### src/rtl/rr_hold_arbiter.sv
// Sequential round-robin arbiter with grant hold and optional hold limit.
// Registered one-hot grant plus encoded index; no combinational req->gnt path.
module rr_hold_arbiter #(
  parameter int N        = 8,
  parameter int MAX_HOLD = 16,
  localparam int IW      = $clog2(N)
) (
  input  logic          clk,
  input  logic          rst_n,
  input  logic [N-1:0]  req,
  output logic [N-1:0]  gnt,
  output logic [IW-1:0] gnt_idx,
  output logic          gnt_valid
);

  localparam int HW = (MAX_HOLD == 0) ? 1 : $clog2(MAX_HOLD + 1);
  localparam logic [HW-1:0] HOLD_LIM = HW'(MAX_HOLD);
  localparam logic [IW-1:0] LAST_IDX = IW'(N - 1);

  typedef enum logic {S_IDLE, S_GRANT} state_t;

  state_t        r_state, w_state_nxt;
  logic [N-1:0]  r_gnt, w_gnt_nxt;
  logic [IW-1:0] r_idx, w_idx_nxt;
  logic [IW-1:0] r_ptr, w_ptr_nxt;
  logic [HW-1:0] r_hold, w_hold_nxt;

  logic [IW-1:0] w_rel_ptr;
  logic [IW-1:0] w_base;
  logic [IW-1:0] w_pick;
  logic          w_found;
  logic          w_release;

  // Modular add with an explicit wrap so non-power-of-2 N stays in range.
  function automatic logic [IW-1:0] wrap_add(input logic [IW-1:0] base, input int k);
    int s;
    s = int'(base) + k;
    if (s >= N) s = s - N;
    return IW'(s);
  endfunction

  assign w_rel_ptr = (r_idx == LAST_IDX) ? '0 : r_idx + 1'b1;
  // On release the new pointer takes effect for the pick made on the same edge.
  assign w_base    = (r_state == S_GRANT) ? w_rel_ptr : r_ptr;
  assign w_release = !req[r_idx] || ((MAX_HOLD != 0) && (r_hold == HOLD_LIM));

  // Scan from the farthest offset down so the nearest set bit to w_base wins.
  always_comb begin
    w_found = 1'b0;
    w_pick  = '0;
    for (int k = N - 1; k >= 0; k--) begin
      if (req[wrap_add(w_base, k)]) begin
        w_found = 1'b1;
        w_pick  = wrap_add(w_base, k);
      end
    end
  end

  // NOTE: state registers use non-blocking assignments so every flop samples
  // pre-edge values; the async reset clears outputs without waiting for clk.
  always_ff @(posedge clk or negedge rst_n) begin
    if (!rst_n) begin
      r_state <= S_IDLE;
      r_gnt   <= '0;
      r_idx   <= '0;
      r_ptr   <= '0;
      r_hold  <= '0;
    end else begin
      r_state <= w_state_nxt;
      r_gnt   <= w_gnt_nxt;
      r_idx   <= w_idx_nxt;
      r_ptr   <= w_ptr_nxt;
      r_hold  <= w_hold_nxt;
    end
  end

  // NOTE: every signal gets a default first so no path through this block
  // leaves one unassigned, which would otherwise infer a latch.
  always_comb begin
    w_state_nxt = r_state;
    w_gnt_nxt   = r_gnt;
    w_idx_nxt   = r_idx;
    w_ptr_nxt   = r_ptr;
    w_hold_nxt  = r_hold;
    unique case (r_state)
      S_IDLE: begin
        if (w_found) begin
          w_state_nxt = S_GRANT;
          w_gnt_nxt   = N'(1) << w_pick;
          w_idx_nxt   = w_pick;
          w_hold_nxt  = HW'(1);
        end
      end
      S_GRANT: begin
        if (w_release) begin
          w_ptr_nxt = w_rel_ptr;
          if (w_found) begin
            w_gnt_nxt  = N'(1) << w_pick;
            w_idx_nxt  = w_pick;
            w_hold_nxt = HW'(1);
          end else begin
            w_state_nxt = S_IDLE;
            w_gnt_nxt   = '0;
            w_idx_nxt   = '0;
            w_hold_nxt  = '0;
          end
        end else if (r_hold != '1) begin
          w_hold_nxt = r_hold + 1'b1;
        end
      end
      default: w_state_nxt = S_IDLE;
    endcase
  end

  always_comb begin
    gnt       = r_gnt;
    gnt_idx   = r_idx;
    gnt_valid = (r_state == S_GRANT);
  end

endmodule

### config.mk
export PLATFORM = sky130hd
export DESIGN_NAME = rr_hold_arbiter
export DESIGN_NICKNAME = d
export VERILOG_FILES = /design/src/rtl/rr_hold_arbiter.sv
export SDC_FILE = /design/constraint.sdc
export NUM_CORES = 1
export LEC_CHECK = 0
export ABC_AREA = 1
export CORE_ASPECT_RATIO = 1.2
export CORE_UTILIZATION = 50
export CTS_CLUSTER_SIZE = 8
export DETAILED_ROUTE_END_ITERATION = 10
export PLACE_DENSITY = 0.73
export SLEW_MARGIN = 20
export SYNTH_ARGS = -nofsm -noshare
export SYNTH_HDL_FRONTEND = slang
export SYNTH_SLANG_ARGS = --single-unit
### constraint.sdc
create_clock -name clk -period 4.1 [get_ports clk]
set_clock_uncertainty 0.05 [all_clocks]
set_input_delay 0.82 -clock clk [delete_from_list [all_inputs] [get_ports clk]]
set_output_delay 0.82 -clock clk [all_outputs]
set_load 0.02 [all_outputs]
==> impl_metrics.csv <==
group,metric,value,unit
run_status,outcome,"complete, no violations",
critical_path,worstPathCellList,"ha_1 -> ha_1 -> nor2_2 -> nand2_4 -> nand2_4 -> inv_1 -> ha_1 -> inv_1 -> nand3_1 -> nand3_2 -> nand2_2 -> nor2_4 -> inv_2 -> nor2_2 -> nand2_2 -> nor2_4 -> nor2_4 -> inv_4 -> nand2_1 -> a22oi_2",
synthesis,synth_top_area_share,27.9,%
clock_tree,ctsHoldBuffers,0,
timing,max-slew-margin-rel,40.9,%
clock_tree,path_clk_slew,0.07,ns
drt,drt_iter0_drc,127,
floorplanning,start_util,52.8,%
clock_tree,cts_tree,"done",
synthesis,synth_edf_count,0,
floorplanning,fp.dieH,67.6,um
synthesis,synthesis.area,0.00179,mm2
critical_path,end_kind,"flip-flop",
drt,wl_per_cell,13.2,um
synthesis,synth_warnings,0,
timing,finalHoldViolations,0,
synthesis,synth_top_area_cell,"dfrtp_1",
synthesis,yosysMostFrequentCell,"nand2_1",
timing,tightest_slew,0.884,ns
timing,rsz0062_at_grt,"no",
cells_and_area,final_cell_count_no_fill,325,
global_routing,antenna_found_initial,0,
clock_tree,cts_root_buf,"clkbuf_8",
cells_and_area,layout-drive-gt1-share,12.8,%
cells_and_area,antennaDiodeCount,0,
clock_tree,cts_num_sinks,20,
drt,antenna_left,0,
floorplanning,fp-row-count,23,
placed_design,portBuffers,21,
global_routing,grt_pass1_vias,1750,
critical_path,critPathTopFamily,"simple AND/OR/NAND/NOR gates",
floorplanning,design.core.area,0.00340,mm2
critical_path,crit_arrival,3.55,ns
global_routing,grt_max_degree,21,
synthesis,synthMuxAreaShare,0.628,%
timing,setup_viol,0,
drt,viasPerCell,5.50,
synthesis,synth-seq-cells,20,
clock_tree,clockBufferDepth,2,
floorplanning,die_w,56.7,um
synthesis,ys_seq_area_share,27.9,%
synthesis,synthFlopType,"dfrtp_1",
drt,vias,1788,
synthesis,synthAdderAreaFrac,4.88,%
clock_tree,clk_latency,0.26,ns
clock_tree,cts_resized,0,
synthesis,synthXorXnorAreaFrac,2.37,%
placed_design,gp_congestion,0.937,
critical_path,worstSetupPathType,"flip-flop to flip-flop",
drt,dr.pass1.iters,4,
floorplanning,die-area,0.00383,mm2
timing,drv_slew,0,
synthesis,synthSimpleGateAreaFrac,46.7,%
clock_tree,cts_max_level,1,
critical_path,crit_path_max_incr_delay,0.48,ns
drt,drc,0,
synthesis,ys_types,32,
timing,clock.fmax,292,MHz
floorplanning,ioPinCount,22,
synthesis,synth-compound-area-share,8.93,%
timing,period_minus_slack,3.42,ns
placed_design,dpl.hpwl,3.43,mm
timing,setup_tns,0,ns
synthesis,syn_inst,265,
critical_path,worstSetupStartpointType,"flip-flop",
timing,period_share,83.4,%
placed_design,post-place-cells,321,
synthesis,syn-num-nets,282,
global_routing,grt_use_total,26.1,%
clock_tree,postCtsSetupRepairBufs,0,
critical_path,cp_num_buf_inv,4,
synthesis,async_flop_share,100,%
synthesis,synth_top_cells_by_count,"nand2_1 (84), nand3_1 (51), inv_1 (27), dfrtp_1 (20), nor2_1 (13)",
cells_and_area,nets,306,
clock_tree,numCtsBuffers,3,
drt,wl,4.29,mm
cells_and_area,area_delta_synth_final,16.8,%
min_path,min_path_type,"flip-flop to flip-flop",
global_routing,grt.overflow.total,0,
flow_run,cap_violations,0,
global_routing,grt_first_pass_wirelength,7.64,mm
synthesis,synth_top_family_by_area,"simple AND/OR/NAND/NOR gates",
synthesis,syn_avg_cell_area,6.77,um2
synthesis,synthTopCellsByArea,"dfrtp_1 (28%), nand2_1 (18%), nand3_1 (14%)",
critical_path,crit_fanout,11,
critical_path,cp_slowest_cell,"dfrtp_1",
critical_path,worstPathRequired,4.23,ns
## registers in the layout, summed over array words and instances, names as in the netlist
register   count
gnt            8
gnt_valid      1
r_ptr          3
r_hold         5
gnt_idx        3
## metrics by stage
stage / cell area (um2) / util [%] / worst slack [ns] / hold slack [ns]
floorplan: 1790 / - / 0.967 / 0.427
global placement: 2020 / 59.6 / 0.804 / 0.422
detailed placement: 2020 / 59.6 / 0.719 / 0.422
CTS: 2090 / 61.7 / 0.693 / 0.443
global route: 2090 / 61.7 / 0.379 / 0.455
finish: 2090 / 61.7 / 0.680 / 0.440
## cell families (layout without fill, tap and decap cells)
kind of cell / count (synthesis) / in the layout
buf+inv: 34 / 57
simple gates: 175 / 175
mux: 1 / 1
xor+xnor: 4 / 4
compound gates: 24 / 24
fa+ha+maj: 7 / 7
flops: 20 / 20
## layer usage
layer | vias up | GRT usage [%] | part of all wire (%)
met1 | 798 | 32.8 | 44
met4 | 0 | 13.4 | 3.1
li1 | 916 | - | -
met3 | 15 | 2.68 | 3.9
met5 | - | 0 | 0
met2 | 59 | 44.5 | 49
## layout by cell type, fill, tap and decap left out
master,n
o21ai_1,1
a21oi_1,8
nand2_4,4
bufinv_16,1
inv_1,27
xnor2_1,1
nand4_1,4
mux2_2,1
nand3_2,3
xor2_1,2
a22oi_2,1
inv_4,3
xnor2_2,1
clkdlybuf4s50_1,21
nor2_4,3
o32ai_1,2
nand2_1,84
nor2_2,2
nor3_1,1
inv_2,2
o22ai_1,1
nand2_2,9
o21ai_4,1
nor2_1,13
nor3_2,1
clkbuf_8,3
o21bai_1,2
dfrtp_1,20
o21ai_2,1
ha_1,7
nand3_1,51
a21oi_2,1
o21ai_0,6
## final timing paths
kind | endpoint | slack (ns) | start | cells past startpoint
worst max-delay path | r_hold[2] | 0.68 | gnt_idx[0] | 20
max in group asynchronous | r_hold[2] | 2.45 | rst_n | 1
worst min-delay path | gnt[2] | 0.44 | gnt[2] | 2
worst min register to register | gnt[2] | 0.44 | gnt[2] | 2
worst max register to register | r_hold[2] | 0.68 | gnt_idx[0] | 20
min in group asynchronous | r_hold[4] | 1.01 | rst_n | 1
## cell type report
type	count	area, um2
Tap cell	37	46.3
Fill cell	339	1300
Clock buffer	3	41.3
Clock inverter	1	30.0
Sequential cell	20	500
Multi-Input combinational cell	211	1140
Inverter	32	128
Timing Repair Buffer	21	210
## worst min-delay path, delay by kind of cell, from the launching register on
family / cells / cell delay [ns]
DFF: 1 / 0.35
and+or+nand+nor: 2 / 0.11
Power is not shown: default switching activity piles up to over one toggle a cycle in this logic, so the estimate is an artifact.
